## config.mk

```make
export PLATFORM = sky130hd
export DESIGN_NAME = disp_scan_ctrl_flat
export DESIGN_NICKNAME = d
export VERILOG_FILES = /design/src/rtl/disp_scan_ctrl_if.sv /design/src/rtl/disp_scan_ctrl.sv /design/src/flat_wrapper.sv
export SDC_FILE = /design/constraint.sdc
export NUM_CORES = 1
export LEC_CHECK = 0
export CAP_MARGIN = 20
export CORE_UTILIZATION = 45
export CTS_CLUSTER_SIZE = 24
export DETAILED_ROUTE_END_ITERATION = 8
export GPL_ROUTABILITY_DRIVEN = 0
export PLACE_DENSITY = 0.68
export SLEW_MARGIN = 0
export SYNTH_ARGS = -nofsm -noshare
export SYNTH_HDL_FRONTEND = slang
export SYNTH_SLANG_ARGS = --single-unit
```

## constraint.sdc

```tcl
create_clock -name clk -period 2.69 [get_ports clk]
set_input_delay 0.538 -clock clk [delete_from_list [all_inputs] [get_ports clk]]
set_output_delay 0.538 -clock clk [all_outputs]
set_load 0.005 [all_outputs]
```

## src/rtl/disp_scan_ctrl_if.sv

```systemverilog
// Shared-display scan bus: BCD digit inputs and enable in, multiplexed digit drive out.
interface disp_scan_ctrl_if;
   logic       en;
   logic [3:0] one1;
   logic [3:0] ten1;
   logic [3:0] one2;
   logic [3:0] ten2;
   logic [3:0] bcd_out;
   logic [3:0] an_n;
   logic [1:0] digit_idx;
   logic       frame_tick;

   modport slave (
      input  en, one1, ten1, one2, ten2,
      output bcd_out, an_n, digit_idx, frame_tick
   );

   modport master (
      output en, one1, ten1, one2, ten2,
      input  bcd_out, an_n, digit_idx, frame_tick
   );
endinterface

```

## src/rtl/disp_scan_ctrl.sv

```systemverilog
// disp_scan_ctrl: time-multiplexes four countdown digits onto one shared
// BCD-to-7-segment decoder with a dark interval before every digit.
// Optional build macro DISP_LZ_BLANK_EN: a tens digit of 0 keeps its slot dark.
module disp_scan_ctrl #(
   parameter int unsigned CLK_DIV   = 50000,
   parameter int unsigned BLANK_CYC = 500
) (
   input  logic              clk,
   input  logic              rst_n,
   disp_scan_ctrl_if.slave   io_bus
);

   localparam int unsigned MAX_CYC = (CLK_DIV > BLANK_CYC) ? CLK_DIV : BLANK_CYC;
   localparam int unsigned CNT_W   = (MAX_CYC > 1) ? $clog2(MAX_CYC) : 1;
   localparam logic [CNT_W-1:0] SHOW_LAST  = CNT_W'(CLK_DIV - 1);
   localparam logic [CNT_W-1:0] BLANK_LAST = CNT_W'(BLANK_CYC - 1);

   typedef enum logic [1:0] {
      S_IDLE  = 2'd0,
      S_BLANK = 2'd1,
      S_SHOW  = 2'd2
   } state_t;

   state_t           r_state, w_state_nxt;
   logic [CNT_W-1:0] r_cnt, w_cnt_nxt;
   logic [1:0]       r_idx, w_idx_nxt, w_idx_inc;
   logic [3:0][3:0]  r_snap, w_snap_nxt, w_inputs;
   logic [3:0]       r_bcd, w_bcd_nxt;
   logic [3:0]       r_an_n, w_an_n_nxt, w_an_sel;
   logic             r_tick, w_tick_nxt;
   logic             w_lz;

   // Element 0 is one1, matching the digit index order.
   assign w_inputs  = {io_bus.ten2, io_bus.one2, io_bus.ten1, io_bus.one1};
   assign w_idx_inc = r_idx + 2'd1;
   assign w_an_sel  = ~(4'b0001 << r_idx);

`ifdef DISP_LZ_BLANK_EN
   // Tens slots (odd index) holding 0 stay dark but keep their timing.
   assign w_lz = r_idx[0] && (r_snap[r_idx] == 4'd0);
`else
   assign w_lz = 1'b0;
`endif

   // Next-state, counter, snapshot and output decode.
   always_comb begin
      w_state_nxt = r_state;
      w_cnt_nxt   = r_cnt + CNT_W'(1);
      w_idx_nxt   = r_idx;
      w_snap_nxt  = r_snap;
      w_bcd_nxt   = r_bcd;
      w_an_n_nxt  = 4'b1111;
      w_tick_nxt  = 1'b0;

      if (!io_bus.en) begin
         w_state_nxt = S_IDLE;
         w_cnt_nxt   = '0;
         w_idx_nxt   = 2'd0;
      end else begin
         case (r_state)
            S_IDLE: begin
               w_state_nxt = S_BLANK;
               w_cnt_nxt   = '0;
               w_idx_nxt   = 2'd0;
               w_snap_nxt  = w_inputs;
               w_bcd_nxt   = w_inputs[0];
            end
            S_BLANK: begin
               if (r_cnt == BLANK_LAST) begin
                  w_state_nxt = S_SHOW;
                  w_cnt_nxt   = '0;
                  if (!w_lz) w_an_n_nxt = w_an_sel;
               end
            end
            S_SHOW: begin
               if (r_cnt == SHOW_LAST) begin
                  w_state_nxt = S_BLANK;
                  w_cnt_nxt   = '0;
                  if (r_idx == 2'd3) begin
                     w_idx_nxt  = 2'd0;
                     w_tick_nxt = 1'b1;
                     w_snap_nxt = w_inputs;
                     w_bcd_nxt  = w_inputs[0];
                  end else begin
                     w_idx_nxt = w_idx_inc;
                     w_bcd_nxt = r_snap[w_idx_inc];
                  end
               end else if (!w_lz) begin
                  w_an_n_nxt = w_an_sel;
               end
            end
            default: begin
               w_state_nxt = S_IDLE;
               w_cnt_nxt   = '0;
               w_idx_nxt   = 2'd0;
            end
         endcase
      end
   end

   // State and registered outputs; reset darkens the anodes without a clock.
   always_ff @(posedge clk or negedge rst_n) begin
      if (!rst_n) begin
         r_state <= S_IDLE;
         r_cnt   <= '0;
         r_idx   <= 2'd0;
         r_snap  <= '0;
         r_bcd   <= 4'd0;
         r_an_n  <= 4'b1111;
         r_tick  <= 1'b0;
      end else begin
         r_state <= w_state_nxt;
         r_cnt   <= w_cnt_nxt;
         r_idx   <= w_idx_nxt;
         r_snap  <= w_snap_nxt;
         r_bcd   <= w_bcd_nxt;
         r_an_n  <= w_an_n_nxt;
         r_tick  <= w_tick_nxt;
      end
   end

   assign io_bus.bcd_out    = r_bcd;
   assign io_bus.an_n       = r_an_n;
   assign io_bus.digit_idx  = r_idx;
   assign io_bus.frame_tick = r_tick;

endmodule

```

## src/flat_wrapper.sv

```systemverilog
// flat-port wrapper written by rule: the top's interface ports become plain ports
module disp_scan_ctrl_flat 
#(
   parameter int unsigned CLK_DIV   = 50000,
   parameter int unsigned BLANK_CYC = 500
)
  (clk, rst_n, io_bus_en, io_bus_one1, io_bus_ten1, io_bus_one2, io_bus_ten2, io_bus_bcd_out, io_bus_an_n, io_bus_digit_idx, io_bus_frame_tick);
  disp_scan_ctrl_if io_bus_i ();
  input  logic clk;
  input  logic rst_n;
  input wire logic [$bits(io_bus_i.en)-1:0] io_bus_en;
  input wire logic [$bits(io_bus_i.one1)-1:0] io_bus_one1;
  input wire logic [$bits(io_bus_i.ten1)-1:0] io_bus_ten1;
  input wire logic [$bits(io_bus_i.one2)-1:0] io_bus_one2;
  input wire logic [$bits(io_bus_i.ten2)-1:0] io_bus_ten2;
  output wire logic [$bits(io_bus_i.bcd_out)-1:0] io_bus_bcd_out;
  output wire logic [$bits(io_bus_i.an_n)-1:0] io_bus_an_n;
  output wire logic [$bits(io_bus_i.digit_idx)-1:0] io_bus_digit_idx;
  output wire logic [$bits(io_bus_i.frame_tick)-1:0] io_bus_frame_tick;
  assign io_bus_i.en = io_bus_en;
  assign io_bus_i.one1 = io_bus_one1;
  assign io_bus_i.ten1 = io_bus_ten1;
  assign io_bus_i.one2 = io_bus_one2;
  assign io_bus_i.ten2 = io_bus_ten2;
  assign io_bus_bcd_out = io_bus_i.bcd_out;
  assign io_bus_an_n = io_bus_i.an_n;
  assign io_bus_digit_idx = io_bus_i.digit_idx;
  assign io_bus_frame_tick = io_bus_i.frame_tick;
  disp_scan_ctrl #(.CLK_DIV(CLK_DIV), .BLANK_CYC(BLANK_CYC)) u_core (.clk(clk), .rst_n(rst_n), .io_bus(io_bus_i));
endmodule
```

---- Yosys cells after proc, flatten, opt, wreduce, memory -nomap -nowiden ----
Index checks and enable logic that the tools add are counted.
W data, S select, Z words.
storage, ports and cells
  input port bits ......................... 19
  bits in registers ....................... 45
  word-level logic and storage cells ...... 59
operators by class
  magnitude comparators ................... 1
  eq/ne operators ......................... 10
  muxes and demuxes ....................... 28
  bitwise logic cells ..................... 1
  reduce and logical (&&, ||, !) cells .... 6
  add/sub/neg operators ................... 2
  shifts and indexed selects .............. 1
operators with widths
  cell                     count
  $mux W16                 5
  $pmux W16 S2             2
  $mux W4                  6
  $add A16 B1 Y16 const B  1
  $eq A16 B16 Y1 const B   1
  $eq A16 B9 Y1 const B    1
  $pmux W4 S2              2
  $mux W2                  6
  $bmux W4 S2              1
  $ne A3 B2 Y1 const B     2
  $pmux W2 S3              1
  $eq A2 B2 Y1 const B     2
  $mux W1                  4
  $ne A2 B1 Y1 const B     2
  $not A4 Y4               1
  $pmux W2 S2              1
  $reduce_and A2 Y1        2
  $reduce_and A4 Y1        1
  $shl A1 B2 Y4 const A    1
  $lt A2 B3 Y1 const B     1
  $reduce_and A3 Y1        1
  $add A2 B1 Y2 const B    1
  $eq A2 B1 Y1 const B     1
  $logic_not A2 Y1         1
  other kinds (2)          2

---- Depth between registers and ports, before layout ----
Gate-level depths: netlist of the first run.
  depth in word-level cells ............... 6
  mapped depth ............................ 8
  depth with buffers taken out ............ 5

---- Least setup slack after synthesis of the first run ----
No wires, ideal clock.
  kind .................................... flip-flop to flip-flop
  start ................................... register u_core.r_cnt[11]
  end ..................................... register u_core.r_snap[0] (netlist bit)
  slack ................................... 208 ps
  stages on the path, launching flop included .. 7
  clock period less this slack ............ 2482 ps
  arrival ................................. 2357 ps
  path through ............................ dfrtp_1 or4_4 o41a_1 or3_1 buf_6 buf_6 mux2_4
on the way
  word-level cells in the longest chain between the ends .. 3
ends and longest elaborated chain
  item                         line                   RTL
  start, declared              disp_scan_ctrl.sv:25   logic [CNT_W-1:0] r_cnt, w_cnt_nxt;
  start signal, assigned       disp_scan_ctrl.sv:113  r_cnt <= w_cnt_nxt;
  $eq A16 B16 Y1               disp_scan_ctrl.sv:76   if (r_cnt == SHOW_LAST) begin
  $ne A2 B1 Y1 (no line)       --
  $reduce_and A4 Y1 (no line)  --
  end signal, assigned         disp_scan_ctrl.sv:115  r_snap <= w_snap_nxt;
  end, declared                disp_scan_ctrl.sv:27   logic [3:0][3:0] r_snap, w_snap_nxt, w_inputs;
Every way passes these cells.
A chain may end at the register's enable or synchronous reset.

---- Worst setup path after layout of the first run ----
  start ................................... register u_core.r_cnt[10]
  end ..................................... register u_core.r_snap[11] (netlist bit)
The elaborated chain is that of the path after synthesis.

==> results of run 1 <==
-- worst reg2reg max path, stage by stage (launching register included) --
cell and delay [ps]:
dfrtp_1 420, or4_4 540, o41a_1 440, or3_1 410
buf_4 200, mux2_4 310
-- cells in the final DEF (no fill, tap or decap), types with 5 or more instances in the layout --
cell              n
nand2_1           9
o21ai_0           6
dfrtp_1          41
clkbuf_8          5
xnor2_1           5
xor2_1            7
buf_4             7
mux2_2           14
nand3_1           6
clkdlybuf4s50_1  28
mux2_4           10
ha_1              9
nor2_1           17
-- area by class of cell --
class                           count  area, sq um  area share (%)
Clock buffer                        5         68.8            2.49
Clock inverter                      3         65.1            2.36
Inverter                            4         15.0           0.544
Multi-Input combinational cell    124         1060            38.4
Sequential cell                    45         1130            41.0
Tap cell                           67         83.8            3.04
Timing Repair Buffer               36          338            12.2
-- sequential cells by signal, summed over array words and instances, names as in the netlist --
name and count:
u_core.io_bus.frame_tick 1, u_core.io_bus.bcd_out 4, u_core.io_bus.an_n 4, u_core.r_snap 16, u_core.r_cnt 16, u_core.r_state 2, u_core.io_bus.digit_idx 2
-- report_power, final --
part           switching [mW]  total, mW  internal [mW]
combinational           0.328      0.854          0.526
clock                   0.223      0.592          0.369
sequential              0.117       1.01          0.888
total                   0.669       2.45           1.78
-- kinds of logic after synthesis --
logic type | after synthesis | share of synthesized area [%]
DFF | 45 | 50.4
AOI/OAI and AO/OA | 17 | 5.02
muxes | 30 | 18.6
and+or+nand+nor | 56 | 13.8
xor gates and xnor gates | 12 | 4.69
buffers and inverters | 10 | 2.34
adders and majority gates | 9 | 5.02
-- cells in the mapped netlist, types with 2 or more instances --
cell type  count  area [sq um]
a21oi_1        2          10.0
and3_1         2          12.5
and4_1         4          35.0
buf_6          2          22.5
clkbuf_1       4          15.0
dfrtp_1       41          1030
dfstp_2        4           105
ha_1           9           113
inv_1          4          15.0
mux2_2        14           158
mux2_4        10           150
mux2i_1        2          20.0
mux4_2         4          90.1
nand2_1        9          33.8
nand3_1        6          30.0
nand4_1        3          18.8
nand4b_1       2          17.5
nor2_1        17          63.8
o21ai_0        6          30.0
o31ai_1        3          22.5
o41a_1         2          22.5
or3_1          2          12.5
or4_1          2          15.0
or4bb_1        2          22.5
xnor2_1        5          43.8
xor2_1         7          61.3
-- through the flow --
step / util [%] / setup slack [ps] / power (mW)
2_1_floorplan: - / 208 / 1.57
3_3_place_gp: 55.2 / 305 / 1.83
3_5_place_dp: 55.2 / 272 / 1.87
4_1_cts: 58.1 / 260 / 2.48
5_1_grt: 58.1 / 212 / 2.60
6_report: 58.1 / 267 / 2.45
-- layer usage --
metal	vias to the layer above	part of all wire, %
met5	-	0
met4	0	1.3
met3	7	4.0
met2	34	46
met1	726	48
li1	717	-
-- final timing paths --
path,endpoint,slack [ps],depth (start not counted)
setup / recovery,u_core.r_snap[11],270,5
min in group clk,u_core.r_cnt[0],490,1
hold / removal,u_core.r_snap[15],380,1
hold reg to reg,u_core.r_cnt[0],490,1
setup reg to reg,u_core.r_snap[11],270,5
max in group asynchronous,u_core.r_cnt[10],1720,1
==> metrics.cfg, run 1 <==
[sta]
timing.setup.tns_ps=0
finalMaxSlewViolations=0
slew_headroom_pct=37.3
fmax_mhz=413
setup_violations=0
period_share_pct=90.1
rsz0062_at_grt=false
layout_min_cycle_time_ps=2420
hold_violations=0
fin_skew_ps=6.95
tightestPinTransition_ps=941
worst_hold_slack_ps=382

[finish]
nFillCells=406
instances_no_fill=284
layout-drive-gt1-share_pct=23.0
antenna_cells=0
nNetsFinal=244
finalInstanceArea_sq_um=2760
synthToLayoutAreaGrowth_pct=23.1

[synthesis]
syn_area_per_cell_sq_um=12.5
ys_seq_area_share_pct=50.4
synth.yosys.warnings=0
synth_cell_types=37
synthArstFlopShare_pct=100
synth_area_sq_um=2240
synthesis.nets=207
synthFlopType=dfrtp_1
synth-seq-cells=45
synth_edf_count=0
syn_inst=179

[clock_tree]
postCtsResizedCells=0
path_clk_slew_ps=80
insertion_delay_ps=300
cts-root-buf=clkbuf_8
cts.htree.levels=2
cts_setup_buffers=0
cts_sinks=45
tritoncts=yes
postCtsHoldBufs=0
numCtsBuffers=5
clockBufferDepth=2

[die]
core_area_sq_um=4750
fp.dieW_microns=72.6
die_y_microns=72.6
rows=25
initial_core_util_pct=47.2
die_area_sq_um=5270
io_pins=30

[global_routing]
grt_pass1_wl_microns=7360
use_met1_pct=26.2
grt_usage_pct=18.6
grt_pass1_vias=1553
gr-usage-met2_pct=28.7
overflow=0
antenna_found_initial=0
met3_usage_pct=4.56
top_usage_layer=met2
grt_max_degree=46

[critical_path]
r2r-start=u_core.r_cnt[10]
crit_family=simple AND/OR/NAND/NOR gates
crit_arrival_ps=2610
critical_path_class=reg2reg
critPathMaxStageDelay_ps=540
crit_required_ps=2870
cp-start-kind=flip-flop
cp_max_fo=8
slowest_stage=or4_4
crit_buf_inv=1
startpoint=u_core.r_cnt[10]
cp-end-kind=flip-flop
critical_path.cell_chain=or4_4 -> o41a_1 -> or3_1 -> buf_4 -> mux2_4

[power]
ir_drop_mv=0.459
p_per_area_nw_per_um2=888
leakage_nw=1.15

[min_path]
worst_hold_path_type=in2async

[route]
drt-wirelength-per-cell_microns=14.8
vias=1484
avgViaCountPerCell=5.23
drc=0
drt_iter0_drc=85
final_antenna_net_count=0
wl_microns=4200
first_pass_iters=4

[placement]
dp_cells=276
io_buffer_count=29
place_area_sq_um=2630
dp_hpwl_microns=3070

[run_status]
status=finished, final reports clean

[run]
max_cap_violations=0

No activity file was read; power rests on OpenSTA's default activity.
==> run 2, diff against run 1 <==
Settings changed: CELL_PAD_IN_SITES_DETAIL_PLACEMENT set to 1, CELL_PAD_IN_SITES_GLOBAL_PLACEMENT set to 2, CORE_UTILIZATION 45 to 40, PLACE_DENSITY 0.68 to 0.85.
Clock period 2.69 ns to 2.95 ns, I/O delays scaled along.
==> metrics.cfg, run 2 (synthesized netlist as in run 1, its figures left out) <==
[route]
wl_microns=5160  ; +23%
drc=0  ; unchanged
first_pass_iters=4  ; unchanged
drt-wirelength-per-cell_microns=18.1  ; +22%
vias=1532  ; +3.2%
final_antenna_net_count=0  ; unchanged
avgViaCountPerCell=5.38  ; +2.9%
drt_iter0_drc=91  ; +7.1%

[clock_tree]
clockBufferDepth=2  ; unchanged
postCtsResizedCells=0  ; unchanged
cts_setup_buffers=0  ; unchanged
cts-root-buf=clkbuf_8
cts.htree.levels=2  ; unchanged
path_clk_slew_ps=90  ; about the same
postCtsHoldBufs=0  ; unchanged
cts_sinks=45  ; unchanged
numCtsBuffers=5  ; unchanged
insertion_delay_ps=300  ; about the same
tritoncts=yes

[power]
power_mw=2.17  ; -11%
seq_power_share_pct=42.5  ; +1.5 points
p_switching_uw=645  ; -3.6%
power.internal_mw=1.53  ; -14%
switching_share_pct=29.6  ; +2.4 points
leakage_nw=1.13  ; -1.6%
p_per_area_nw_per_um2=795  ; -10%
ir_drop_mv=0.479  ; +4.3%
p_comb_share_pct=36.1  ; +1.3 points
pwr-share-clk_pct=21.4  ; -2.8 points

[die]
rows=26  ; +4.0%
fp.dieW_microns=76.9  ; +5.9%
initial_core_util_pct=42.8  ; -4.3 points
core_area_sq_um=5240  ; +10%
die_y_microns=76.9  ; +5.9%
io_pins=30  ; unchanged
die_area_sq_um=5910  ; +12%

[sta]
rsz0062_at_grt=false
fin_skew_ps=6.38  ; -0.568 ps
slew_headroom_pct=56.5  ; +19 points
timing.setup.tns_ps=0  ; unchanged
finalMaxSlewViolations=0  ; unchanged
tightestPinTransition_ps=646  ; -295 ps
layout_min_cycle_time_ps=2560  ; +142 ps
hold_violations=0  ; unchanged
period_share_pct=86.9  ; -3.1 points
setup_violations=0  ; unchanged
fmax_mhz=390  ; -5.5%

[placement]
dp_cells=276  ; unchanged
io_buffer_count=29  ; unchanged
dp_hpwl_microns=3700  ; +21%

[critical_path]
crit_family=simple AND/OR/NAND/NOR gates
crit_buf_inv=1  ; unchanged
crit_required_ps=3140  ; +270 ps
slowest_stage=or4_4
cp-end-kind=flip-flop
cp-start-kind=flip-flop
critical_path_class=reg2reg
crit_arrival_ps=2760  ; +150 ps
critPathMaxStageDelay_ps=560  ; +20 ps
critical_path.cell_chain=or4_4 -> o41a_1 -> or3_1 -> buf_4 -> mux2_4
cp_max_fo=16  ; +8

[finish]
antenna_cells=0  ; unchanged
multi_input_area_sq_um=1060  ; unchanged
finish.utilization_pct=52.2  ; -5.8 points
final_common_cell=dfrtp_1
regArea_sq_um=1130  ; unchanged
instances_no_fill=285  ; +0.35%
top_regs=u_core.r_cnt (16), u_core.r_snap (16)
nFillCells=553  ; +36%
final_cell_mix=dfrtp_1 (41), clkdlybuf4s50_1 (28), nor2_1 (17)
synthToLayoutAreaGrowth_pct=22.0
layout-drive-gt1-share_pct=21.9  ; -1.2 points
nNetsFinal=242  ; -0.82%

[run_status]
status=finished, final reports clean

[global_routing]
grt_pass1_wl_microns=8980  ; +22%
grt_pass1_vias=1794  ; +16%
grt_usage_pct=19.9  ; +1.3 points
antenna_found_initial=0  ; unchanged
overflow=0  ; unchanged
grt_max_degree=46  ; unchanged

[min_path]
worst_hold_path_type=in2async

[run]
max_cap_violations=0  ; unchanged

[run 2: cell types whose count changed in the layout (fill, tap and decap cells not counted)]
cell and change:
buf_12 +1, buf_4 -3, bufinv_16 -1, clkbuf_1 +1
[run 2: path summary, 6_finish.rpt]
kind | startpoint | end | slack (ps) | cells past startpoint
max | u_core.r_cnt[11] | u_core.r_snap[13] | 390 | 5
min | rst_n | u_core.io_bus.frame_tick | 100 | 1
max reg2reg | u_core.r_cnt[11] | u_core.r_snap[13] | 390 | 5
min reg2reg | u_core.r_cnt[0] | u_core.r_cnt[0] | 490 | 1
max in group asynchronous | rst_n | u_core.io_bus.an_n[3] | 2360 | 2
min in group clk | u_core.r_cnt[0] | u_core.r_cnt[0] | 490 | 1
[run 2: stage by stage]
stage                     cell area, sq um  setup WS [ps]  hold slack [ps]
after global routing                  2740            317             91.3
final                                 2740            385             97.0
after detailed placement              2610            422              478
after CTS                             2720            389              482
after floorplan                       2240            468              294
after global placement                2610            481              463
[run 2: final cells by class]
type | instances | share of cell area [%]
repair buffers | 34 | 12.3
inverters | 4 | 0.549
clock buffers | 6 | 2.65
flip-flops and latches | 45 | 41.4
multi-input cells | 124 | 38.7
well taps | 70 | 3.20
clock inverters | 2 | 1.28
[run 2: power by group through the flow]
stage / Clock [mW] / Sequential, mW / Combinational, mW
5_1_grt: 0.502 / 0.950 / 0.852
3_3_place_gp: 0 / 0.914 / 0.741
2_1_floorplan: 0 / 0.895 / 0.541
6_report: 0.465 / 0.924 / 0.786
4_1_cts: 0.482 / 0.925 / 0.797
3_5_place_dp: 0 / 0.931 / 0.788
[run 2: routing by layer]
| layer | vias up | routed length (microns) | global-route usage (%) |
|---|---|---|---|
| met4 | 0 | 78 | 7.50 |
| met5 | - | 0 | 0 |
| met2 | 30 | 2620 | 33.0 |
| li1 | 716 | - | - |
| met3 | 6 | 181 | 4.05 |
| met1 | 780 | 2290 | 25.6 |
